File: config.mk
export PLATFORM = sky130hd
export DESIGN_NAME = conv_window_gen
export DESIGN_NICKNAME = d
export VERILOG_FILES = /design/src/rtl/conv_pkg.sv /design/src/rtl/conv_line_buffer.sv /design/src/rtl/conv_window_gen.sv
export SDC_FILE = /design/constraint.sdc
export NUM_CORES = 1
export LEC_CHECK = 0
export CAP_MARGIN = 20
export CORE_MARGIN = 2
export CORE_UTILIZATION = 35
export DETAILED_ROUTE_END_ITERATION = 10
export PLACE_DENSITY_LB_ADDON = 0.05
export RECOVER_POWER = 50
export SYNTH_ARGS = -nofsm -noshare
export SYNTH_HDL_FRONTEND = slang
export SYNTH_SLANG_ARGS = --single-unit
File: constraint.sdc
create_clock -name clk -period 6 [get_ports clk]
set_input_delay 1.2 -clock clk [delete_from_list [all_inputs] [get_ports clk]]
set_output_delay 1.2 -clock clk [all_outputs]
set_load 0.03 [all_outputs]
File: src/rtl/conv_pkg.sv
`default_nettype none
// ============================================================================
// Module      : conv_pkg
// Description : Shared constants and helpers for the conv window generator.
//               - c_STRIDE : output stride (2 when CONV_WIN_STRIDE2_EN is
//                            defined, otherwise 1)
//               - idx()    : packed window element index r*FILTER_SIZE+c
//               - cnt_w()  : counter width for a 0..n-1 counter
// Revision    : 1.0 - initial release
// ============================================================================
package conv_pkg;

`ifdef CONV_WIN_STRIDE2_EN
   localparam int unsigned c_STRIDE = 2;
`else
   localparam int unsigned c_STRIDE = 1;
`endif

   function automatic int unsigned idx(input int unsigned fs,
                                       input int unsigned r,
                                       input int unsigned c);
      return r * fs + c;
   endfunction

   function automatic int unsigned cnt_w(input int unsigned n);
      return $clog2(n);
   endfunction

endpackage
`default_nettype wire

File: src/rtl/conv_line_buffer.sv
`default_nettype none
// ============================================================================
// Module      : conv_line_buffer
// Description : DEPTH-deep delay line of DATA_BITS words. Each enabled cycle
//               shifts din_i in; dout_o is the word pushed DEPTH enables ago.
//               Contents are intentionally not reset.
// Ports       : clk    - clock
//               en_i   - shift enable (accepted pixel)
//               din_i  - word pushed in
//               dout_o - word delayed by DEPTH enabled cycles
// Revision    : 1.0 - initial release
// ============================================================================
module conv_line_buffer #(
   parameter int DEPTH     = 28,
   parameter int DATA_BITS = 8
) (
   input  logic                 clk,
   input  logic                 en_i,
   input  logic [DATA_BITS-1:0] din_i,
   output logic [DATA_BITS-1:0] dout_o
);

   logic [DATA_BITS-1:0] mem_q [DEPTH];

   always_ff @(posedge clk) begin
      if (en_i) begin
         mem_q[0] <= din_i;
         for (int i = 1; i < DEPTH; i++) begin
            mem_q[i] <= mem_q[i-1];
         end
      end
   end

   assign dout_o = mem_q[DEPTH-1];

endmodule
`default_nettype wire

File: src/rtl/conv_window_gen.sv
`default_nettype none
// ============================================================================
// Module      : conv_window_gen
// Description : Raster pixel stream to sliding FILTER_SIZE x FILTER_SIZE window
//               generator (no padding). Buffers FILTER_SIZE-1 rows in chained
//               line buffers and emits one packed window per valid position,
//               one cycle after the completing pixel.
//               Optional macro CONV_WIN_STRIDE2_EN: only even output positions
//               are emitted and out_row/out_col report stride-2 indices.
// Ports       : clk, rst   - clock, synchronous active-high reset
//               pix_in     - signed pixel, raster order
//               pix_val    - pixel valid (no backpressure)
//               sof        - with pix_val: this pixel is (0,0)
//               win_out    - packed window, element r*FS+c at [i*DATA_BITS +:]
//               win_val    - one-cycle new-window strobe
//               out_row    - output-map row of the window
//               out_col    - output-map col of the window
//               frame_done - pulse after the last pixel of a frame
// Revision    : 1.0 - initial release
// ============================================================================
module conv_window_gen
   import conv_pkg::*;
#(
   parameter int FILTER_SIZE = 5,
   parameter int DATA_BITS   = 8,
   parameter int IMG_WIDTH   = 28,
   parameter int IMG_HEIGHT  = 28
) (
   input  logic                                      clk,
   input  logic                                      rst,
   input  logic [DATA_BITS-1:0]                      pix_in,
   input  logic                                      pix_val,
   input  logic                                      sof,
   output logic [FILTER_SIZE*FILTER_SIZE*DATA_BITS-1:0] win_out,
   output logic                                      win_val,
   output logic [$clog2(IMG_HEIGHT)-1:0]             out_row,
   output logic [$clog2(IMG_WIDTH)-1:0]              out_col,
   output logic                                      frame_done
);

   localparam int FS = FILTER_SIZE;
   localparam int RW = cnt_w(IMG_HEIGHT);
   localparam int CW = cnt_w(IMG_WIDTH);
   localparam int WB = FS * FS * DATA_BITS;

   logic [RW-1:0]        row_q, row_d, w_row, w_orow;
   logic [CW-1:0]        col_q, col_d, w_col, w_ocol;
   logic                 w_win_ok, w_last;
   logic [DATA_BITS-1:0] lb_out [FS-1];   // lb_out[k] = pixel (k+1) rows above
   logic [DATA_BITS-1:0] w_newcol [FS];
   logic [DATA_BITS-1:0] win_q [FS][FS];
   logic [DATA_BITS-1:0] win_d [FS][FS];
   logic [WB-1:0]        w_pack, win_out_q;
   logic                 win_val_q, frame_done_q;
   logic [RW-1:0]        out_row_q;
   logic [CW-1:0]        out_col_q;

   // Line-buffer chain: each stage delays by one full row.
   for (genvar k = 0; k < FS - 1; k++) begin : g_lb
      logic [DATA_BITS-1:0] w_din;
      if (k == 0) begin : g_first
         assign w_din = pix_in;
      end else begin : g_next
         assign w_din = lb_out[k-1];
      end
      conv_line_buffer #(
         .DEPTH     (IMG_WIDTH),
         .DATA_BITS (DATA_BITS)
      ) u_lb (
         .clk    (clk),
         .en_i   (pix_val),
         .din_i  (w_din),
         .dout_o (lb_out[k])
      );
   end

   // sof re-bases the accepted pixel to (0,0) before any decision is made.
   assign w_row = sof ? '0 : row_q;
   assign w_col = sof ? '0 : col_q;

   always_comb begin
      row_d = row_q;
      col_d = col_q;
      if (pix_val) begin
         if (w_col == CW'(IMG_WIDTH - 1)) begin
            col_d = '0;
            row_d = (w_row == RW'(IMG_HEIGHT - 1)) ? '0 : w_row + 1'b1;
         end else begin
            col_d = w_col + 1'b1;
            row_d = w_row;
         end
      end
   end

   assign w_last = pix_val && (w_row == RW'(IMG_HEIGHT - 1)) && (w_col == CW'(IMG_WIDTH - 1));

   // Output position at stride 1; halved when stride 2 is selected.
   always_comb begin
      w_orow   = w_row - RW'(FS - 1);
      w_ocol   = w_col - CW'(FS - 1);
      w_win_ok = pix_val && (w_row >= RW'(FS - 1)) && (w_col >= CW'(FS - 1));
      if (c_STRIDE == 2) begin
         w_win_ok = w_win_ok && !w_orow[0] && !w_ocol[0];
         w_orow   = w_orow >> 1;
         w_ocol   = w_ocol >> 1;
      end
   end

   // New right column: oldest row on top, live pixel at the bottom.
   always_comb begin
      w_newcol[FS-1] = pix_in;
      for (int r = 0; r < FS - 1; r++) begin
         w_newcol[r] = lb_out[FS-2-r];
      end
   end

   always_comb begin
      win_d = win_q;
      if (pix_val) begin
         for (int r = 0; r < FS; r++) begin
            for (int c = 0; c < FS - 1; c++) begin
               win_d[r][c] = win_q[r][c+1];
            end
            win_d[r][FS-1] = w_newcol[r];
         end
      end
   end

   always_comb begin
      w_pack = '0;
      for (int r = 0; r < FS; r++) begin
         for (int c = 0; c < FS; c++) begin
            w_pack[idx(FS, r, c)*DATA_BITS +: DATA_BITS] = win_d[r][c];
         end
      end
   end

   always_ff @(posedge clk) begin
      if (rst) begin
         row_q        <= '0;
         col_q        <= '0;
         win_q        <= '{default: '0};
         win_out_q    <= '0;
         win_val_q    <= 1'b0;
         out_row_q    <= '0;
         out_col_q    <= '0;
         frame_done_q <= 1'b0;
      end else begin
         row_q        <= row_d;
         col_q        <= col_d;
         win_q        <= win_d;
         win_val_q    <= w_win_ok;
         frame_done_q <= w_last;
         if (w_win_ok) begin
            win_out_q <= w_pack;
            out_row_q <= w_orow;
            out_col_q <= w_ocol;
         end
      end
   end

   assign win_out    = win_out_q;
   assign win_val    = win_val_q;
   assign out_row    = out_row_q;
   assign out_col    = out_col_q;
   assign frame_done = frame_done_q;

endmodule
`default_nettype wire

==> qor.csv <==
stage,metric,value,unit
run_status,outcome,"complete, but fails checks",
run_status,violations,"capacitance limit, slew limit",
yosys,yosysTopAreaCellShare,64.4,%
placement,dpl_cell_area,45700,um2
setup_path,cp_max_fo,145,
final_layout,fillers,10600,
die,die_w,349,um
min_path,hp-start,g_lb[0].u_lb.mem_q[0][18]$_DFFE_PP_,
yosys,ys_top_cells_by_area,"edfxtp_1 (64%), dfxtp_1 (20%), mux2i_1 (4.8%)",
clock_tree,clk_latency,0.71,ns
routing,first_iter_violations,1431,
routing,avgViaCountPerCell,4.48,
clock_tree,clk_path_buf_depth,3,
timing,fin_hold_ws,0.405,ns
job,maxCapViolations,3,
yosys,synth-seq-cells,1318,
yosys,synth-edff-count,896,
timing,fin_crit,4.67,ns
setup_path,required,6.58,ns
placement,dp_hpwl,41400,um
setup_path,ff2ff_setup_slack,3.35,ns
pwr,vdd_ir_drop_max,0.277,mV
timing,period_share,77.8,%
yosys,ys.flop_type,edfxtp_1,
setup_path,cp-start-kind,input pin,
clock_tree,clk_pin_slew,0.06,ns
timing,worst_pin_slew,2.17,ns
clock_tree,h-tree-depth,4,
setup_path,worstPathArrival,5.25,ns
setup_path,crit_cells,6,
clock_tree,numCtsBuffers,145,
grt,grt_pass1_vias,20000,
timing,slew_violations,186,
setup_path,worstReg2RegEnd,win_out[193]$_SDFFE_PP0P_,
yosys,synthArstFlopShare,0,%
placement,dp_slack,1.72,ns
die,start_util,35.3,%
timing,worst_slack,1.33,ns
pwr,power_per_cell_area,381,nW/um2
min_path,holdPathStages,0,
yosys,syn-num-nets,2557,
timing,timing.fmax,214,MHz
setup_path,reg2reg_depth,7,
setup_path,crit_chain,clkbuf_1 > clkbuf_4 > mux2i_1 > nor2_1 > nand2_1 > o21ai_1,
placement,dp_cells,4205,
die,rows,126,
setup_path,critPathSlowestCell,clkbuf_4,
final_layout,final_cell_area,50500,um2
final_layout,final_util,42.7,%
setup_path,endpoint_kind,flip-flop,
clock_tree,cts_tree,yes,
setup_path,path_delay_family,buffers and inverters,
yosys,yosys.area.top_type,edfxtp_1,
grt,grt_max_degree,154,
grt,grt_pass1_wl,117000,um
die,die_area,122000,um2
clock_tree,cts_hold_buf,0,
routing,first_pass_iters,5,
grt,grt.total_usage,12.3,%
timing,max_slew_margin,-44.7,%
die,core-area,118000,um2
setup_path,slowest_delay,1.88,ns
yosys,synth_area,41800,um2
final_layout,stdcell_count,4474,
routing,totalWireLength,75000,um
final_layout,area_growth,20.8,%
clock_tree,cts.sinks,1318,
setup_path,crit_buf_inv,2,
timing,fin_tns_setup,0,ns
routing,dr_total_vias,20000,
pwr,leakage,17.7,nW
timing,grt_setup_unrepaired,no,
placement,portBuffers,223,
clock_tree,postCtsSetupRepairBufs,0,
min_path,holdPathEnd,g_lb[0].u_lb.mem_q[0][26]$_DFFE_PP_,
timing,finalHoldViolCount,0,
yosys,synth_cells,2537,
grt,grt_overflow,0,
yosys,synth-warning-count,0,
placement,gp_congestion,0.758,
final_layout,layout-drive-gt1-share,8.24,%
clock_tree,postCtsResizedCells,0,
die,die_y,349,um
timing,clock_skew,0.0230,ns
yosys,synth.distinct_cells,40,
clock_tree,root_buffer,clkbuf_16,
die,ios,224,
yosys,postSynthAreaPerCell,16.5,um2
pwr,power,19.2,mW
routing,post_drt_wl_per_cell,16.8,um
final_layout,nNetsFinal,2836,
setup_path,r2r-start,col_q[2]$_SDFFE_PP0P_,
timing,setup_violations,0,
setup_path,critical_path_class,input pin to flip-flop,
grt,antenna_found_initial,4,
routing,drc,0,
routing,ant_nets,0,
yosys,seq_area_frac_synth,84.6,%
min_path,hold_class,flip-flop to flip-flop,
[worst register-to-register path, cell delays in order, from the launching register on]
cell	delay, ns
dfxtp_1	0.40
nor2b_1	0.30
ha_1	0.23
a2111oi_2	0.10
nor4_4	0.56
buf_12	0.33
buf_12	0.39
o21ai_1	0.20
[state kept, by name (all words and copies together), names as in the netlist, 5 cells and up]
name / flops
col_q: 5
g_lb.u_lb.mem_q: 896
out_col: 5
out_row: 5
row_q: 5
win_out: 200
win_q: 200
[cells in the mapped netlist, drive strengths merged (2+ instances only)]
cell    number
a21oi        9
dfxtp      422
xnor2        2
or3          2
nor4         2
a211oi       4
mux2i      202
clkbuf      68
nor2b        3
nor3         4
nor2       213
nand2b       8
or4          2
ha           8
edfxtp     896
buf         49
a22oi        3
a31o         2
nand3        3
nand2      414
o21ai      201
inv          9
[worst max path at each step]
stage | start | end | slack (ns)
floorplan | sof | win_out[100]$_SDFFE_PP0P_ | 2.96
global placement | sof | win_out[199]$_SDFFE_PP0P_ | 1.85
detailed placement | sof | win_out[0]$_SDFFE_PP0P_ | 1.72
CTS | sof | win_out[193]$_SDFFE_PP0P_ | 2.49
global route | pix_val | win_out[10]$_SDFFE_PP0P_ | 1.12
finish | pix_val | win_out[6]$_SDFFE_PP0P_ | 1.33
[cell type report]
type                    instances  area [um2]  area share, %
inverters                       9        38.8         0.0769
flip-flops and latches       1318       35400           70.1
diodes                          1        2.50        0.00496
repair buffers                249        2520           4.99
multi-input cells            1093        5880           11.6
clock buffers                 216        4330           8.59
well taps                    1536        1920           3.81
clock inverters                52         412          0.816
[per-layer routing]
layer  GRT usage, %  wire length [um]  part of all wire [%]  up-vias
li1               -                 -                     -     9661
met1           17.6             37100                    50     9877
met2           17.6             32100                    43      360
met3           3.46              3820                   5.1      132
met4           4.57              1920                   2.6        0
met5              0                 0                     0        -
[power breakdown]
group | switching (mW) | internal [mW] | leakage (nW)
Sequential | 0.116 | 10.1 | 12.2
Combinational | 0.239 | 0.0724 | 3.21
Clock | 3.44 | 5.25 | 2.34
Total | 3.79 | 15.4 | 17.7
[cell families (layout without fill, tap and decap cells)]
kind of cell	after synthesis	in the layout	share of synthesized area, %
AO/OA/AOI/OAI	227	227	2.86
flip-flops	1318	1318	84.6
other	0	1	0
XOR/XNOR	2	2	0.0419
buffers and inverters	126	526	1.31
AND/OR/NAND/NOR	654	654	6.09
multiplexers	202	202	4.84
adder cells (fa/ha/maj)	8	8	0.240
[cell usage in the layout (no fill, tap or decap), types with 4 or more instances in the layout]
cell,n
a211oi_1,4
clkbuf_1,41
clkinv_2,23
buf_4,15
bufinv_16,6
clkbuf_8,21
clkinv_1,18
nand2_1,414
nor3_1,4
ha_1,8
dfxtp_1,422
clkdlybuf4s50_1,213
mux2i_1,202
nor2_1,213
a21oi_1,9
nand2b_1,7
edfxtp_1,896
clkbuf_16,156
inv_1,8
buf_12,8
dlygate4sd3_1,8
o21ai_0,41
o21ai_1,160
Note: power is estimated with default switching activity, not from simulation.
==> patch 1 (config.mk and constraints unchanged) <==
Register the inputs `pix_in`, `pix_val` and `sof` before use, cleared by the reset. The logic sees them one clock later.
--- a/src/rtl/conv_window_gen.sv
+++ b/src/rtl/conv_window_gen.sv
@@ -43,6 +43,22 @@
    localparam int CW = cnt_w(IMG_WIDTH);
    localparam int WB = FS * FS * DATA_BITS;
 
+   logic [DATA_BITS-1:0] pix_q;
+   logic pix_val_q;
+   logic sof_q;
+
+   always_ff @(posedge clk) begin
+      if (rst) begin
+         pix_q     <= '0;
+         pix_val_q <= '0;
+         sof_q     <= '0;
+      end else begin
+         pix_q     <= pix_in;
+         pix_val_q <= pix_val;
+         sof_q     <= sof;
+      end
+   end
+
    logic [RW-1:0]        row_q, row_d, w_row, w_orow;
    logic [CW-1:0]        col_q, col_d, w_col, w_ocol;
    logic                 w_win_ok, w_last;
@@ -59,7 +75,7 @@
    for (genvar k = 0; k < FS - 1; k++) begin : g_lb
       logic [DATA_BITS-1:0] w_din;
       if (k == 0) begin : g_first
-         assign w_din = pix_in;
+         assign w_din = pix_q;
       end else begin : g_next
          assign w_din = lb_out[k-1];
       end
@@ -68,20 +84,20 @@
          .DATA_BITS (DATA_BITS)
       ) u_lb (
          .clk    (clk),
-         .en_i   (pix_val),
+         .en_i   (pix_val_q),
          .din_i  (w_din),
          .dout_o (lb_out[k])
       );
    end
 
    // sof re-bases the accepted pixel to (0,0) before any decision is made.
-   assign w_row = sof ? '0 : row_q;
-   assign w_col = sof ? '0 : col_q;
+   assign w_row = sof_q ? '0 : row_q;
+   assign w_col = sof_q ? '0 : col_q;
 
    always_comb begin
       row_d = row_q;
       col_d = col_q;
-      if (pix_val) begin
+      if (pix_val_q) begin
          if (w_col == CW'(IMG_WIDTH - 1)) begin
             col_d = '0;
             row_d = (w_row == RW'(IMG_HEIGHT - 1)) ? '0 : w_row + 1'b1;
@@ -92,13 +108,13 @@
       end
    end
 
-   assign w_last = pix_val && (w_row == RW'(IMG_HEIGHT - 1)) && (w_col == CW'(IMG_WIDTH - 1));
+   assign w_last = pix_val_q && (w_row == RW'(IMG_HEIGHT - 1)) && (w_col == CW'(IMG_WIDTH - 1));
 
    // Output position at stride 1; halved when stride 2 is selected.
    always_comb begin
       w_orow   = w_row - RW'(FS - 1);
       w_ocol   = w_col - CW'(FS - 1);
-      w_win_ok = pix_val && (w_row >= RW'(FS - 1)) && (w_col >= CW'(FS - 1));
+      w_win_ok = pix_val_q && (w_row >= RW'(FS - 1)) && (w_col >= CW'(FS - 1));
       if (c_STRIDE == 2) begin
          w_win_ok = w_win_ok && !w_orow[0] && !w_ocol[0];
          w_orow   = w_orow >> 1;
@@ -108,7 +124,7 @@
 
    // New right column: oldest row on top, live pixel at the bottom.
    always_comb begin
-      w_newcol[FS-1] = pix_in;
+      w_newcol[FS-1] = pix_q;
       for (int r = 0; r < FS - 1; r++) begin
          w_newcol[r] = lb_out[FS-2-r];
       end
@@ -116,7 +132,7 @@
 
    always_comb begin
       win_d = win_q;
-      if (pix_val) begin
+      if (pix_val_q) begin
          for (int r = 0; r < FS; r++) begin
             for (int c = 0; c < FS - 1; c++) begin
                win_d[r][c] = win_q[r][c+1];
Behaviour: no difference found for any inputs over 4 cycles, from zero or initial values and one cycle with rst high; that may be too few to reach the edited logic, so the function may still have changed.
==> patch 1 against the unedited design <==
The flow still finishes with violations (capacitance limit, slew limit); wire length rose by 1.2%; area after synthesis rose by 2.0%; power fell by 2.0%; count of clock-buffer cells in the layout rose by 1; non-clock buffer count fell by 7; sequential cell count rose by 10; highest routed layer unchanged; final area rose by 1.2%; worst setup slack improved by 470 ps.
==> patch 1: results (changes against the unedited design) <==
PostCTS Resize Cnt: 0 (unchanged)
Remaining routing DRC violations: 0 (unchanged)
Area of placed instances: 0.0466 mm2 (+1.8%)
Top cells by count, synth: 896 x sky130_fd_sc_hd__edfxtp_1, 432 x sky130_fd_sc_hd__dfxtp_1, 218 x sky130_fd_sc_hd__nand2_1
Worst hold start: g_lb[1].u_lb.mem_q[1][30]
Arrival @ worst endpoint: 4470 ps (-780 ps)
Cell with the biggest individual delay on the critical path: sky130_fd_sc_hd__clkbuf_1
Outcome: finished with violations
HP Class: flip-flop to flip-flop
Max reg flops: 896 (unchanged)
Proportion of layout cells with a drive suffix above 1: 0.0711 (-0.0113)
Number of different library cells in the post-synthesis netlist: 41 (+2.5%)
Share of flip-flops with an asynchronous set or reset after synthesis: 0 (unchanged)
Maximum cell stage delay along the critical path: 1980 ps (+100 ps)
Post-synthesis share of cell area spent on xor and xnor gates: 0.000411 (-0.00000807)
Post-Route Skew: 29.1 ps (+6.13 ps)
Final nets: 2,852 (+0.56%)
Clk pin slew, worst setup/hold paths: 60 ps (about the same)
Dominant cells by area after synthesis: sky130_fd_sc_hd__edfxtp_1 63%, sky130_fd_sc_hd__dfxtp_1 20%, sky130_fd_sc_hd__mux2i_1 4.7%
EDFF count, synth: 896 (unchanged)
Max Fanout on Critical Path: 52 (-64%)
Wire length of the first global-routing pass: 119,000 um (+1.8%)
Clk_lat worst skew: 730 ps (+20 ps)
Setup Crit Path Kind: flip-flop to flip-flop
Number of buffers inserted by post-CTS setup repair: 0 (unchanged)
Post-Place Worst Slack: 3080 ps (+1370 ps)
Adder-Cell Fraction of Synth Area: 0.00264 (+0.000248)
Initial antenna violation count: 0 (-4)
Final estimated routing congestion in global placement: 0.725 (-4.3%)
Synthesized Nets: 2,585 (+1.1%)
Count of buffers from port buffering: 223 (unchanged)
Number of max-cap violations: 4 (+1)
Detailed-routing iteration count for the pre-antenna-repair pass: 5 (unchanged)
Share of synthesized area spent on multiplexers: 0.0475 (-0.000902)
Number of antenna diodes: 0 (-1)
Share of the synthesized area in compound gates (AO/OA/AOI/OAI): 0.0282 (-0.000374)
Pin count of the biggest net entering global routing: 263 (+71%)
Peak supply drop: 0.274 mV (-1.2%)
Max Slew Vio Count: 274 (+47%)
Failing checks: capacitance limit, slew limit
Leakage power total: 16.9 nW (-4.6%)
DP HPWL: 41,500 um (+0.26%)
Depth of the CTS H-tree: 4 (unchanged)
Synth Flop Type: sky130_fd_sc_hd__edfxtp_1
Routed wirelength normalized by instance count: 16.6 um (-0.76%)
Part of the Yosys area used for sequential elements: 0.835 (-0.0116)
Beginning of the worst register-to-register path: pix_val_q
Global-route usage over all layers: 0.121 (-0.00191)
Reg with most FFs: g_lb.u_lb.mem_q
Detailed-route vias per instance: 4.41 (-1.4%)
Starting DRC count in detailed routing: 1,448 (+1.2%)
Filler Cell Count: 10,800 (+2.4%)
Worst relative slew slack: -1.10 (-0.649)
Number of global-route vias before repair: 20,300 (+1.5%)
CTS buffer count: 144 (-0.69%)
CTS Root Buffer Type: sky130_fd_sc_hd__clkbuf_16
-- patch 1: cell type report --
type	count	share of cell area
Clock buffer	217	0.0788
Clock inverter	50	0.00982
Inverter	7	0.000564
Multi-Input combinational cell	1108	0.127
Sequential cell	1328	0.696
Tap cell	1612	0.0395
Timing Repair Buffer	242	0.0486
-- patch 1: cell families after synthesis --
family,after synthesis
flops,1328
simple gates,664
compound gates,231
mux,202
buf+inv,128
fa+ha+maj,9
xor+xnor,2
-- patch 1: per-layer routing --
metal	vias up	track usage	share of wire
li1	9717	-	-
met1	9924	0.173	0.49
met2	345	0.170	0.42
met3	151	0.0388	0.058
met4	0	0.0456	0.026
met5	-	0	0
-- patch 1: per-stage QoR --
step | TNS [ps] | util | power (mW) | instances
floorplan | -1648680 | - | 10.6 | 2564
global placement | 0 | 0.387 | 10.6 | 4297
detailed placement | 0 | 0.387 | 10.6 | 4297
CTS | 0 | 0.425 | 19.2 | 4564
global route | 0 | 0.425 | 19.6 | 4564
finish | 0 | 0.425 | 18.9 | 4564
-- patch 1: worst paths after layout --
path              slack, ps                         to  cells after the start
setup / recovery       1800  g_lb[2].u_lb.mem_q[1][22]                      1
hold / removal          390  g_lb[1].u_lb.mem_q[1][38]                      0
setup reg to reg       1800  g_lb[2].u_lb.mem_q[1][22]                      1
hold reg to reg         390  g_lb[1].u_lb.mem_q[1][38]                      0
-- patch 1: power breakdown --
part / internal (mW) / switching, mW / total (mW)
clock: 4.95 / 3.49 / 8.44
combinational: 0.0861 / 0.209 / 0.295
sequential: 10.0 / 0.0864 / 10.1
==> patch 2 (config.mk and constraints unchanged) <==
Made on the original files. The option `CONV_WIN_STRIDE2_EN` is turned on by a define.
--- a/src/rtl/conv_pkg.sv
+++ b/src/rtl/conv_pkg.sv
@@ -8,6 +8,8 @@
 //               - cnt_w()  : counter width for a 0..n-1 counter
 // Revision    : 1.0 - initial release
 // ============================================================================
+`define CONV_WIN_STRIDE2_EN
+
 package conv_pkg;
 
 `ifdef CONV_WIN_STRIDE2_EN
Check against the original RTL: not settled (the Yosys comparison gave no result); the edit may change what the design does.
==> patch 2 against the unedited design <==
The run still ends with capacitance limit, slew limit left; critical endpoint is now win_out[194]; clock power fell by 2%; power fell by 0.99%; core utilization fell by 0.68 points; wire length fell by 1.8%; worst setup slack improved by 290 ps; sequential cell count fell by 2; final area rose by 2.6%; area after synthesis rose by 3.8%.
==> patch 2: results (changes against the unedited design) <==
Share of synthesized area spent on multiplexers: 0.107 (+0.0588)
Count of buffers from port buffering: 221 (-0.90%)
Adder-Cell Fraction of Synth Area: 0.00288 (+0.000489)
Post-Route Skew: 19.9 ps (-3.12 ps)
Dominant cells by area after synthesis: sky130_fd_sc_hd__edfxtp_1 62%, sky130_fd_sc_hd__dfxtp_1 19%, sky130_fd_sc_hd__mux2i_1 4.7%
CTS Root Buffer Type: sky130_fd_sc_hd__clkbuf_16
Met1 Routed Length: 36,400 um (-2.1%)
Cell with the biggest individual delay on the critical path: sky130_fd_sc_hd__clkbuf_2
Setup Crit Path Kind: primary input to flip-flop
DP HPWL: 40,000 um (-3.4%)
Outcome: finished with violations
Max Buffers Root-to-Sink: 3 (unchanged)
Final nets: 2,641 (-6.9%)
Total met2 wirelength after detailed routing: 32,000 um (-0.36%)
Post-synthesis share of cell area spent on xor and xnor gates: 0.000404 (-0.0000155)
Top cells by count, synth: 896 x sky130_fd_sc_hd__edfxtp_1, 420 x sky130_fd_sc_hd__dfxtp_1, 210 x sky130_fd_sc_hd__nor2_1
Global-route usage over all layers: 0.116 (-0.00645)
Initial antenna violation count: 1 (-3)
Number of non-filler instances in the completed layout: 4,372 (-2.3%)
Number of global-route vias before repair: 19,300 (-3.2%)
Total instance count after detailed placement: 4,110 (-2.3%)
HP Class: flip-flop to flip-flop
Total wire length after detailed routing: 73,600 um (-1.8%)
Detailed-route vias per instance: 4.37 (-2.4%)
Final estimated routing congestion in global placement: 0.724 (-4.5%)
WL met3: 3380 um (-12%)
Synth warnings: 0 (unchanged)
Synthesized area per cell: 18.6 um2 (+13%)
Max reg flops: 896 (unchanged)
EDFF count, synth: 896 (unchanged)
Clk_lat worst skew: 730 ps (+20 ps)
Share of the synthesized area in compound gates (AO/OA/AOI/OAI): 0.00689 (-0.0217)
Pin count of the biggest net entering global routing: 143 (-7.1%)
Failing checks: capacitance limit, slew limit
Detailed-routing iteration count for the pre-antenna-repair pass: 4 (-1)
Synth Flop Type: sky130_fd_sc_hd__edfxtp_1
Peak supply drop: 0.271 mV (-2.2%)
Arrival @ worst endpoint: 4980 ps (-270 ps)
Max Fanout on Critical Path: 122 (-16%)
Number of different library cells in the post-synthesis netlist: 46 (+15%)
CP top delay family: buffers and inverters
Clk pin slew, worst setup/hold paths: 60 ps (about the same)
Proportion of layout cells with a drive suffix above 1: 0.153 (+0.0708)
Part of the Yosys area used for sequential elements: 0.814 (-0.0321)
Number of max-cap violations: 7 (+4)
Starting DRC count in detailed routing: 1,268 (-11%)
Leakage power total: 19.1 nW (+7.7%)
Worst relative slew slack: -1.20 (-0.752)
Max Slew Vio Count: 438 (+140%)
Wire length of the first global-routing pass: 115,000 um (-2.0%)
CTS buffer count: 144 (-0.69%)
Number of antenna diodes: 0 (-1)
Maximum cell stage delay along the critical path: 2420 ps (+540 ps)
[patch 2: cell types whose count changed after synthesis, sizes merged, moves of 3 or more]
cell,delta
a21oi,+4
a22oi,-3
clkbuf,-15
nand2,-406
nor2b,+203
nor2,-3
o21ai,-192
mux2,+200
[patch 2: final cells by class]
| class | instances | area (um2) |
|---|---|---|
| Timing Repair Buffer | 244 | 2470 |
| Clock buffer | 201 | 4060 |
| Inverter | 9 | 33.8 |
| Tap cell | 1637 | 2050 |
| Sequential cell | 1316 | 35300 |
| Fill cell | 10900 | 71500 |
| Clock inverter | 61 | 513 |
| Multi-Input combinational cell | 904 | 7340 |
[patch 2: metal layers]
metal	track usage	vias to the layer above
li1	-	9084
met1	0.166	9561
met2	0.165	312
met3	0.0330	143
met4	0.0464	0
met5	0	-
[patch 2: logic make-up (layout without fill, tap and decap cells)]
logic type               Yosys count  after routing
AO/OA/AOI/OAI                     44             44
XOR/XNOR                           2              2
AND/OR/NAND/NOR                  444            444
multiplexers                     402            402
flip-flops                      1316           1316
adder cells (fa/ha/maj)           10             10
other                              1              2
buffers and inverters            110            515
[patch 2: power breakdown]
part / switching [mW] / internal (mW)
clock network: 3.44 / 5.06
logic: 0.235 / 0.0770
registers: 0.117 / 10.1
total: 3.79 / 15.3
[patch 2: path summary, 6_finish.rpt]
path | startpoint | end | slack [ps] | cells past startpoint
min | g_lb[1].u_lb.mem_q[0][67] | g_lb[1].u_lb.mem_q[0][75] | 410 | 0
max reg2reg | row_q[2] | win_out[181] | 3050 | 7
min reg2reg | g_lb[1].u_lb.mem_q[0][67] | g_lb[1].u_lb.mem_q[0][75] | 410 | 0
max | pix_val | win_out[194] | 1620 | 5
[patch 2: per-stage QoR]
step / power, mW / worst slack (ps) / utilization / area [um2]
after floorplan: 10.5 / 2680 / - / 43400
after global placement: 10.7 / 1290 / 0.383 / 47300
after detailed placement: 10.7 / 1200 / 0.383 / 47300
after CTS: 19.4 / 2040 / 0.420 / 51800
after global routing: 19.9 / 1260 / 0.420 / 51800
final: 19.0 / 1620 / 0.420 / 51800
